==> src/rtl/asa_cfg_reg_bank.sv <==
// asa_cfg_reg_bank: PIO register bank with shadow/commit configuration words and sticky W1C status.
// Build option: define ASA_REG_STAT_EN to implement the status words, IRQ mask and stat_irq.
`ifndef PIO_NBITS
`define PIO_NBITS 32
`endif

module asa_cfg_reg_bank #(
    parameter int NUM_CFG   = 4,
    parameter int CFG_NBITS = 16,
    parameter int NUM_STAT  = 2,
    parameter int ADDR_LSB  = 2,
    parameter logic [NUM_CFG*CFG_NBITS-1:0] CFG_RST = '0
) (
    input  logic                            clk,
    input  logic                            rst,
    input  logic                            clk_div,
    input  logic                            reg_bs,
    input  logic                            reg_rd,
    input  logic                            reg_wr,
    input  logic [`PIO_NBITS-1:0]           reg_addr,
    input  logic [`PIO_NBITS-1:0]           reg_din,
    output logic                            pio_ack,
    output logic                            pio_rvalid,
    output logic [`PIO_NBITS-1:0]           pio_rdata,
    output logic [NUM_CFG*CFG_NBITS-1:0]    cfg_out,
    output logic                            cfg_update,
    input  logic [NUM_STAT*CFG_NBITS-1:0]   stat_event,
    output logic                            stat_irq
);

    localparam int PIO_W = `PIO_NBITS;
    localparam logic [3:0] IDX_COMMIT = 4'(NUM_CFG);

    typedef enum logic [1:0] {
        ST_IDLE,
        ST_WAIT,
        ST_ACK
    } state_t;

    state_t                         state_reg;
    logic                           rd_flag_reg;
    logic                           mapped_reg;
    logic [CFG_NBITS-1:0]           rdata_lat_reg;
    logic                           commit_reg;
    logic                           cfg_update_reg;

    logic [NUM_CFG*CFG_NBITS-1:0]   shadow_flat;
    logic [NUM_CFG*CFG_NBITS-1:0]   active_flat;

    logic [3:0]                     req_idx;
    logic                           req_accept;
    logic                           wr_accept;
    logic [CFG_NBITS-1:0]           wr_data;
    logic [CFG_NBITS-1:0]           rd_word_next;
    logic                           rd_mapped_next;

    // Only the index field and the low word of write data are decoded.
    logic unused_bus;
    assign unused_bus = ^{reg_din, reg_addr};

    assign req_idx    = reg_addr[ADDR_LSB+3:ADDR_LSB];
    assign req_accept = (state_reg == ST_IDLE) && reg_bs && (reg_rd || reg_wr);
    assign wr_accept  = req_accept && reg_wr;
    assign wr_data    = reg_din[CFG_NBITS-1:0];

`ifdef ASA_REG_STAT_EN
    localparam logic [3:0] IDX_STAT = 4'(NUM_CFG + 1);
    localparam logic [3:0] IDX_MASK = 4'(NUM_CFG + NUM_STAT + 1);

    logic [NUM_STAT*CFG_NBITS-1:0]  status_flat;
    logic [NUM_STAT-1:0]            mask_reg;
    logic [NUM_STAT-1:0]            irq_terms;
`endif

    // Read data is captured in the request cycle, so it reflects pre-write register state.
    always_comb begin
        rd_word_next   = '0;
        rd_mapped_next = 1'b0;
        for (int i = 0; i < NUM_CFG; i++) begin
            if (req_idx == 4'(i)) begin
                rd_mapped_next = 1'b1;
                rd_word_next   = shadow_flat[i*CFG_NBITS +: CFG_NBITS];
            end
        end
        if (req_idx == IDX_COMMIT) begin
            rd_mapped_next = 1'b1;
        end
`ifdef ASA_REG_STAT_EN
        for (int j = 0; j < NUM_STAT; j++) begin
            if (req_idx == IDX_STAT + 4'(j)) begin
                rd_mapped_next = 1'b1;
                rd_word_next   = status_flat[j*CFG_NBITS +: CFG_NBITS];
            end
        end
        if (req_idx == IDX_MASK) begin
            rd_mapped_next = 1'b1;
            rd_word_next   = CFG_NBITS'(mask_reg);
        end
`endif
    end

    always_ff @(posedge clk) begin
        if (rst) begin
            state_reg     <= ST_IDLE;
            rd_flag_reg   <= 1'b0;
            mapped_reg    <= 1'b0;
            rdata_lat_reg <= '0;
            pio_ack       <= 1'b0;
            pio_rvalid    <= 1'b0;
            pio_rdata     <= '0;
        end else begin
            case (state_reg)
                ST_IDLE: begin
                    if (req_accept) begin
                        rd_flag_reg   <= reg_rd;
                        mapped_reg    <= rd_mapped_next;
                        rdata_lat_reg <= rd_word_next;
                        state_reg     <= ST_WAIT;
                    end
                end
                ST_WAIT: begin
                    if (clk_div) begin
                        pio_ack    <= 1'b1;
                        pio_rvalid <= rd_flag_reg && mapped_reg;
                        pio_rdata  <= (rd_flag_reg && mapped_reg) ? PIO_W'(rdata_lat_reg) : '0;
                        state_reg  <= ST_ACK;
                    end
                end
                ST_ACK: begin
                    if (clk_div) begin
                        pio_ack    <= 1'b0;
                        pio_rvalid <= 1'b0;
                        pio_rdata  <= '0;
                        state_reg  <= ST_IDLE;
                    end
                end
                default: state_reg <= ST_IDLE;
            endcase
        end
    end

    // Commit is registered once so every shadow write of cycle T is visible before the transfer.
    always_ff @(posedge clk) begin
        if (rst) begin
            commit_reg     <= 1'b0;
            cfg_update_reg <= 1'b0;
        end else begin
            commit_reg     <= wr_accept && (req_idx == IDX_COMMIT) && reg_din[0];
            cfg_update_reg <= commit_reg;
        end
    end

    assign cfg_update = cfg_update_reg;
    assign cfg_out    = active_flat;

    for (genvar gi = 0; gi < NUM_CFG; gi++) begin : g_cfg
        logic [CFG_NBITS-1:0] shadow_reg;
        logic [CFG_NBITS-1:0] active_reg;

        always_ff @(posedge clk) begin
            if (rst) begin
                shadow_reg <= CFG_RST[gi*CFG_NBITS +: CFG_NBITS];
                active_reg <= CFG_RST[gi*CFG_NBITS +: CFG_NBITS];
            end else begin
                if (wr_accept && (req_idx == 4'(gi))) begin
                    shadow_reg <= wr_data;
                end
                if (commit_reg) begin
                    active_reg <= shadow_reg;
                end
            end
        end

        assign shadow_flat[gi*CFG_NBITS +: CFG_NBITS] = shadow_reg;
        assign active_flat[gi*CFG_NBITS +: CFG_NBITS] = active_reg;
    end

`ifdef ASA_REG_STAT_EN
    for (genvar gi = 0; gi < NUM_STAT; gi++) begin : g_stat
        logic [CFG_NBITS-1:0] status_reg;
        logic [CFG_NBITS-1:0] w1c_mask;

        assign w1c_mask = (wr_accept && (req_idx == IDX_STAT + 4'(gi))) ? wr_data : '0;

        // Event OR is applied after the clear, so a same-cycle set wins.
        always_ff @(posedge clk) begin
            if (rst) begin
                status_reg <= '0;
            end else begin
                status_reg <= (status_reg & ~w1c_mask) | stat_event[gi*CFG_NBITS +: CFG_NBITS];
            end
        end

        assign status_flat[gi*CFG_NBITS +: CFG_NBITS] = status_reg;
        assign irq_terms[gi] = mask_reg[gi] && (|status_reg);
    end

    always_ff @(posedge clk) begin
        if (rst) begin
            mask_reg <= '0;
            stat_irq <= 1'b0;
        end else begin
            if (wr_accept && (req_idx == IDX_MASK)) begin
                mask_reg <= reg_din[NUM_STAT-1:0];
            end
            stat_irq <= |irq_terms;
        end
    end
`else
    logic unused_stat;
    assign unused_stat = ^stat_event;
    assign stat_irq    = 1'b0;
`endif

endmodule

==> config.mk <==
export PLATFORM = sky130hd
export DESIGN_NAME = asa_cfg_reg_bank
export DESIGN_NICKNAME = d
export VERILOG_FILES = /design/src/rtl/asa_cfg_reg_bank.sv
export SDC_FILE = /design/constraint.sdc
export NUM_CORES = 1
export LEC_CHECK = 0
export BUFFER_PORTS_ARGS = -buffer_cell sky130_fd_sc_hd__buf_4
export CAP_MARGIN = 10
export CORE_MARGIN = 2
export CORE_UTILIZATION = 39
export CTS_BUF_LIST = sky130_fd_sc_hd__clkbuf_16
export DETAILED_ROUTE_END_ITERATION = 6
export PLACE_DENSITY = 0.75
export SYNTH_ARGS = -nofsm -noshare
export SYNTH_HDL_FRONTEND = slang
export SYNTH_SLANG_ARGS = --single-unit
==> constraint.sdc <==
create_clock -name clk -period 1.87 [get_ports clk]
set_input_delay 0.187 -clock clk [delete_from_list [all_inputs] [get_ports clk]]
set_output_delay 0.187 -clock clk [all_outputs]
set_load 0.03 [all_outputs]
======== Word-level counts from Yosys, hierarchy flattened ========
Index checks and enable logic that the tools add are counted.
operators by class
  $add $sub $neg .......................... 0
  multiply operators ...................... 0
  div/mod/pow operators ................... 0
  order comparisons ....................... 0
  equal/unequal tests ..................... 9
  shift-type cells ........................ 0
  mux-type cells .......................... 22
  bitwise gates (word level) .............. 0
  reduce and logical (&&, ||, !) cells .... 17
operator list
  cell                                                              number
  16-bit 2-to-1 mux                                                 5
  32-bit 2-to-1 mux                                                 2
  32-bit case mux with 2 select lines                               1
  1-bit logical AND                                                 10
  4-bit by 2-bit == test with 1-bit output (second input constant)  2
  1-bit 2-to-1 mux                                                  8
  2-bit 2-to-1 mux                                                  3
  2-bit != test (second input constant)                             3
  2-bit case mux with 3 select lines                                1
  3-bit AND reduction                                               2
  4-bit by 1-bit == test with 1-bit output (second input constant)  1
  4-bit by 3-bit == test with 1-bit output (second input constant)  1
  4-bit zero test                                                   1
  1-bit case mux with 2 select lines                                2
  2-bit by 1-bit == test with 1-bit output (second input constant)  1
  2-bit == test (second input constant)                             1
  2-bit zero test                                                   1
  2-bit AND reduction                                               1
  2-bit nonzero test                                                1
  1-bit logical OR                                                  1
storage, ports and cells
  bits in registers ....................... 184
  bits in latches ......................... 0
  bits in writable memories ............... 0
  bits in read-only memories .............. 0
  input port bits ......................... 102
  memories ................................ 0

======== Depth between registers and ports, before layout ========
Gate-level depths: netlist (run 1).
  depth in word-level cells ............... 6
  mapped depth ............................ 8
  depth with buffers taken out ............ 4

======== Worst setup path before layout (run 1) ========
Ideal clock, no wire load.
  kind .................................... register to register
  start ................................... register state_reg[0]
  end ..................................... register g_cfg[3].shadow_reg[10]
  library setup time ...................... 132 ps
  arrival time ............................ 1343 ps
  data required time ...................... 1738 ps
  slack ................................... 394 ps
  cell stages (with the launch flop) ...... 9
  path buffers ............................ 4
  path through ............................ dfxtp_1 -> buf_2 -> and4bb_1 -> buf_4 -> and3_1 -> buf_4 -> buf_4 -> nand2_1 -> a21oi_1
on the way
  word-level cells in the longest chain between the ends .. 5
RTL lines
  item                             line  source
  start: declaration               40    state_t state_reg;
  start signal: assignment         104   state_reg <= ST_IDLE;
  start signal: assignment         118   state_reg <= ST_WAIT;
  start signal: assignment         126   state_reg <= ST_ACK;
  2-bit zero test                  62    assign req_accept = (state_reg == ST_IDLE) && reg_bs && (reg_rd || reg_wr);
  1-bit logical AND (2 in series)  62
  1-bit logical AND                63    assign wr_accept = req_accept && reg_wr;
  1-bit logical AND                165   if (wr_accept && (req_idx == 4'(gi))) begin
  end signal: assignment           162   shadow_reg <= CFG_RST[gi*CFG_NBITS +: CFG_NBITS];
  end signal: assignment           166   shadow_reg <= wr_data;
  end: declaration                 157   logic [CFG_NBITS-1:0] shadow_reg;
Every way passes these cells.
A chain may end at the register's enable or synchronous reset.

======== Worst setup path after layout (run 1) ========
  start ................................... register state_reg[0]
  end ..................................... register g_cfg[2].shadow_reg[10]
on the way
  word-level cells in the longest chain between the ends .. 5
RTL lines
  item                             line
  2-bit zero test                  62
  1-bit logical AND (2 in series)  62
  1-bit logical AND                63
  1-bit logical AND                165
  end signal: assignment           162
  end signal: assignment           166
  end: declaration                 157
Every way passes these cells.

==> impl_results.md, run 1 <==
* P_int at 5450 uW
* Clock Power Share at 42.7%
* CP arrival at 2.01 ns
* DR WL/cell at 16.4 um
* Worst-path maximum fanout at 9
* Cell Pwr Density at 877 mW/mm2
* DRC viols at 0
* Reg power frac at 51.9%
* Die W at 133 um
* Clk slew on worst S/H paths at 0.06 ns
* Cts bufs inserted at 17
* Routability cong. at 0.812
* IO Port Bufs at 108
* Routed via count at 5174
* Initial DRC Count at 439
* DP HPWL at 11900 um
* Max-Cap Viols at 0
* Synth Register Bits at 168
* Area of the core at 0.0165 mm2
* Total die area at 0.0178 mm2
* Synth cell types at 37
* Gr ovfl total at 0
* Cts-stage hold buffer count at 0
* Critical path type: reg -> reg
* Worst-Margin Slew at 0.541 ns
* Routed WL at 16900 um
* Sw power at 1600 uW
* Syn-to-layout area delta at 23.4%
* Final Hold Viols at 0
* Via density at 5.01
* CTS tree: built
* Clock root buffer: clkbuf_16
* First-pass GRT wire length at 26700 um
* H-tree Lvls at 4
* Post-synthesis sequential area ratio at 51.6%
* CP startpoint kind: flip-flop
* Total track usage at 19.3%
* Synthesized instance count at 706
* Final min period at 1.66 ns
* RSZ-0062 raised after global routing: no
* Setup Slack @ Placement at 0.169 ns
* VDD IR max at 0.651 mV
* Setup violators final at 0
* Num ports at 202
* Fin crit share at 88.9%
* Clk sinks at 168
* Worst EP required at 2.22 ns
* Synth warn at 0
* Worst slew margin at 63.8%
* Hold Crit Class: in -> reg
* Setup ws final at 0.208 ns
* Initial core utilization at 39.6%
* Pre-antenna DRT Iters at 6
* Switching Fraction at 22.7%
* Row count at 47
* Crit end category: flip-flop
* Clock Latency Late Sink at 0.42 ns
* Largest net degree at the start of global routing at 41
* Vias in the first global route at 4874
* Area share of the largest cell type after synthesis at 51.6%
* Leakage at 0.00300 uW
* Fin. max-slew vios at 0
* Die H at 133 um
* Status: finished, final reports clean
* Avg Inst Size Synth at 9.23 um2
* Ratio of cells with drive above 1 in the final layout at 22.8%
* Number of fill cells in the layout at 1534
* Fin nets at 904
* Combinational Power Share at 5.4%
* R2R depth at 5
* Clock Skew at 0.00765 ns
* Fmax at 0.602 GHz
* Final ANT Viol Nets at 0
* Synthesized cell area at 0.00652 mm2
* Clock Tree Buf Depth at 2
* Hold path cells at 3
* Synth area leaders: dfxtp_1 (52%), mux2i_1 (9.8%), nand2_1 (7.8%)
* Yosys top cell by area: dfxtp_1
* # diodes at 0
* Initial antenna violation count at 0
* Final TNS setup at 0 ns
area by class of cell:
class	instances	area (um2)	share of cell area [%]
clock buffers	18	450	5.60
clock inverters	11	46.3	0.576
inverters	1	3.75	0.0467
multi-input cells	481	2790	34.7
flip-flops and latches	168	3370	41.9
well taps	220	275	3.42
repair buffers	133	1110	13.8
worst max-delay path: stages (launching register included):
cell and delay [ns]:
dfxtp_1 0.39, and4bb_2 0.48, and3b_1 0.33, buf_4 0.21
nand2_1 0.06, a21oi_1 0.11
cell families (layout without fill, tap and decap cells):
| family | after synthesis | after routing | share of synthesized area (%) |
|---|---|---|---|
| AOI/OAI and AO/OA | 123 | 123 | 12.5 |
| xor gates and xnor gates | 1 | 1 | 0.134 |
| buffers and inverters | 73 | 163 | 6.54 |
| DFF | 168 | 168 | 51.6 |
| muxes | 79 | 79 | 12.4 |
| other | 1 | 17 | 0.0575 |
| and+or+nand+nor | 261 | 261 | 16.8 |
timing repair:
action,4_1_cts,5_1_grt
resized for setup,0,1
hold endpoints to repair,0,0
endpoints found under the setup margin,0,1
setup buffers,0,0
cells in the mapped netlist:
master,instances
buf_2,20
a22oi_1,16
dfxtp_1,168
xor2_1,1
nand3b_1,1
nand2b_1,1
a21oi_2,9
and3b_1,1
nor4b_1,1
a211oi_1,15
conb_1,1
nor4_4,1
clkbuf_1,20
buf_1,3
a311oi_1,1
buf_4,24
buf_6,5
and3_1,1
mux2i_1,64
nor3b_2,2
nor2b_1,1
nand2_1,136
and4b_1,1
o21ai_0,3
o211ai_1,1
a222oi_1,15
and4bb_1,1
and2_1,2
mux2_2,15
nor2_1,105
nand3_1,4
a21oi_1,62
nand3b_2,1
inv_1,1
nor4b_4,1
or3b_2,1
o211a_1,1
layer usage:
| metal | global-route usage (%) | part of all wire, % | up-vias |
|---|---|---|---|
| met5 | 0 | 0 | - |
| met3 | 4.57 | 5.8 | 21 |
| met4 | 7.15 | 2.1 | 0 |
| met1 | 25.1 | 44 | 2416 |
| met2 | 31.4 | 48 | 167 |
| li1 | - | - | 2570 |
path summary, 6_finish.rpt:
kind	slack, ns	start	endpoint
worst max-delay path	0.21	state_reg[0]	g_cfg[2].shadow_reg[10]
worst min register to register	0.47	g_cfg[3].shadow_reg[0]	g_cfg[3].shadow_reg[0]
worst max register to register	0.21	state_reg[0]	g_cfg[2].shadow_reg[10]
worst min-delay path	0.04	reg_din[12]	g_cfg[3].shadow_reg[12]
layout by cell type (no fill, tap or decap), types with 2 or more instances in the layout:
| cell | Yosys | layout |
|---|---|---|
| dfxtp_1 | 168 | 167 |
| nand2_1 | 136 | 136 |
| buf_4 | 24 | 124 |
| nor2_1 | 105 | 105 |
| mux2i_1 | 64 | 64 |
| a21oi_1 | 62 | 62 |
| clkbuf_16 | 0 | 18 |
| conb_1 | 1 | 17 |
| a22oi_1 | 16 | 16 |
| mux2_2 | 15 | 15 |
| a222oi_1 | 15 | 15 |
| a211oi_1 | 15 | 15 |
| a21oi_2 | 9 | 9 |
| buf_12 | 0 | 9 |
| inv_1 | 1 | 7 |
| nand3_1 | 4 | 4 |
| o21ai_0 | 3 | 3 |
| clkinv_1 | 0 | 3 |
| and2_1 | 2 | 2 |
| nor3b_2 | 2 | 2 |
stage by stage:
stage	area (um2)	total power (uW)	hold WS, ns	std cells	utilization [%]
2_1_floorplan	6580	4000	0.323	722	-
3_3_place_gp	7550	4110	0.444	1003	45.8
3_5_place_dp	7550	4110	0.454	1003	45.8
4_1_cts	8040	7100	0.0183	1032	48.8
5_1_grt	8040	7280	0.0240	1032	48.8
6_report	8040	7050	0.0389	1032	48.8
power groups by stage:
stage / logic (uW) / registers (uW) / clock network, uW
2_1_floorplan: 275 / 3730 / 0
3_3_place_gp: 371 / 3740 / 0
3_5_place_dp: 374 / 3740 / 0
4_1_cts: 376 / 3660 / 3060
5_1_grt: 411 / 3660 / 3210
6_report: 377 / 3660 / 3010
Note: power is estimated with default switching activity, not from simulation.
==> run 2: changes to the inputs <==
--- a/config.mk
+++ b/config.mk
@@ -8,3 +8,3 @@
 export BUFFER_PORTS_ARGS = -buffer_cell sky130_fd_sc_hd__buf_4
-export CAP_MARGIN = 10
+export CAP_MARGIN = 20
 export CORE_MARGIN = 2
@@ -13,3 +13,2 @@
 export DETAILED_ROUTE_END_ITERATION = 6
-export PLACE_DENSITY = 0.75
 export SYNTH_ARGS = -nofsm -noshare
==> constraint.sdc (replaced) <==
create_clock -name clk -period 1.87 [get_ports clk]
set_input_delay 0.0935 -clock clk [delete_from_list [all_inputs] [get_ports clk]]
set_output_delay 0.0935 -clock clk [all_outputs]
set_load 0.03 [all_outputs]
==> impl_results.md, run 2 (synthesis results as in run 1) <==
* Fin crit share at 86.4% (-2.5 points)
* Crit path max-delay cell type: and4bb_2
* Hold Crit Class: in -> reg
* VDD IR max at 0.647 mV (-0.63%)
* Final ANT Viol Nets at 0 (unchanged)
* Clock Skew at 0.00810 ns (+0.000455 ns)
* Leakage at 0.00309 uW (+3.1%)
* Buf/Inv on CP at 0 (-1)
* Clock Latency Late Sink at 0.44 ns (+0.02 ns)
* Via density at 5.02 (about the same)
* Syn-to-layout area delta at 26.9%
* Clk slew on worst S/H paths at 0.06 ns (about the same)
* Critical path type: reg -> reg
* Final core occ at 50.2% (+1.4 points)
* Clk sinks at 168 (unchanged)
* Initial core utilization at 39.6% (unchanged)
* CTS tree: built
* Status: finished, final reports clean
* Vias in the first global route at 4963 (+1.8%)
* Placed Cells at 1005 (+0.20%)
* Fin cells at 1055 (+2.2%)
* Area of the core at 0.0165 mm2 (unchanged)
* Total track usage at 19.3% (-0.026 points)
* Routed via count at 5292 (+2.3%)
* RSZ-0062 raised after global routing: no
* Worst slew margin at 58.7% (-5.1 points)
* Initial DRC Count at 382 (-13%)
* # diodes at 0 (unchanged)
* Gr ovfl total at 0 (unchanged)
* Pre-antenna DRT Iters at 6 (unchanged)
* Fin nets at 924 (+2.2%)
* Worst EP required at 2.16 ns (-0.06 ns)
* DP HPWL at 12000 um (+0.90%)
* Crit path cell chain: and4bb_2, nand3b_2, nand2_1, a21oi_1
* Crit end category: flip-flop
* Clock root buffer: clkbuf_16
* CP arrival at 1.91 ns (-0.10 ns)
* Critical path's largest stage delay at 0.47 ns (about the same)
* Cell Pwr Density at 917 mW/mm2 (+4.5%)
* CP startpoint kind: flip-flop
* Max-Cap Viols at 0 (unchanged)
* Fin. max-slew vios at 0 (unchanged)
* Post CTS Setup Buffer Count at 0 (unchanged)
* H-tree Lvls at 4 (unchanged)
* Routability cong. at 0.764 (-5.9%)
* Num ports at 202 (unchanged)
* Fmax at 0.619 GHz (+2.9%)
* First-pass GRT wire length at 26500 um (-0.65%)
* DR WL/cell at 16.1 um (-1.5%)
* Worst-path maximum fanout at 16 (+7)
* Ratio of cells with drive above 1 in the final layout at 23.7% (+0.93 points)
* Clock Tree Buf Depth at 2 (unchanged)
* Final Hold Viols at 0 (unchanged)
* Worst-Margin Slew at 0.620 ns (+0.0785 ns)
* Setup violators final at 0 (unchanged)
* Die H at 133 um (unchanged)
* Commonest non-fill, non-tap cell in the layout: dfxtp_1
* Largest net degree at the start of global routing at 56 (+37%)
* Initial antenna violation count at 0 (unchanged)
* Final min period at 1.62 ns (-0.0461 ns)
* Final TNS setup at 0 ns (unchanged)
* Crit-path leading delay family: simple AND/OR/NAND/NOR gates
* Total die area at 0.0178 mm2 (unchanged)
* Most frequent cells in the layout: dfxtp_1 (167), nand2_1 (136), buf_4 (131)
* Cts bufs inserted at 17 (unchanged)
* Row count at 47 (unchanged)
* IO Port Bufs at 108 (unchanged)
* Routed WL at 17000 um (+0.69%)
* Die W at 133 um (unchanged)
* DRC viols at 0 (unchanged)
[run 2: worst paths after layout]
kind | from | to | slack (ns) | depth (start not counted)
min reg2reg | g_cfg[3].shadow_reg[15] | g_cfg[3].shadow_reg[15] | 0.47 | 2
max | state_reg[0] | g_cfg[2].shadow_reg[4] | 0.25 | 4
min | reg_addr[4] | rdata_lat_reg[13] | 0.04 | 4
max reg2reg | state_reg[0] | g_cfg[2].shadow_reg[4] | 0.25 | 4
[run 2: per-layer routing]
| metal | track usage, % | vias up | routed length, um |
|---|---|---|---|
| met2 | 31.4 | 165 | 8260 |
| met3 | 5.44 | 23 | 1020 |
| met1 | 24.9 | 2488 | 7500 |
| met5 | 0 | - | 0 |
| li1 | - | 2616 | - |
| met4 | 6.15 | 0 | 232 |
[run 2: where the power goes]
part	internal [uW]	leakage (uW)	switching, uW
clock network	1990	0.000285	1530
logic	144	0.00145	261
registers	3620	0.00136	34.1
[run 2: cell type report]
cell class | instances | area [um2]
clock buffers | 17 | 425
clock inverters | 15 | 165
fillers | 1533 | 8200
inverters | 1 | 3.75
multi-input cells | 481 | 2790
flip-flops and latches | 168 | 3370
well taps | 220 | 275
repair buffers | 153 | 1240
[run 2: per-stage QoR]
step,power [uW],setup WS [ns],hold slack (ns),instance area (um2)
4_1_cts,7630,0.170,0.0309,8270
3_5_place_dp,4100,0.179,0.379,7500
2_1_floorplan,4000,0.394,0.229,6580
3_3_place_gp,4100,0.180,0.370,7500
6_report,7580,0.254,0.0402,8270
5_1_grt,7840,0.114,0.0469,8270
[run 2: what timing repair did]
action | in CTS | in global routing
hold buffers | 18 | 0
endpoints found under the setup margin | 0 | 2
gates resized for setup | 0 | 1
hold endpoints to repair | 66 | 0
[run 2: worst reg2reg max path, stage by stage (launching register included)]
cell	delay [ns]
dfxtp_1	0.38
and4bb_2	0.47
nand3b_2	0.37
nand2_1	0.18
a21oi_1	0.08
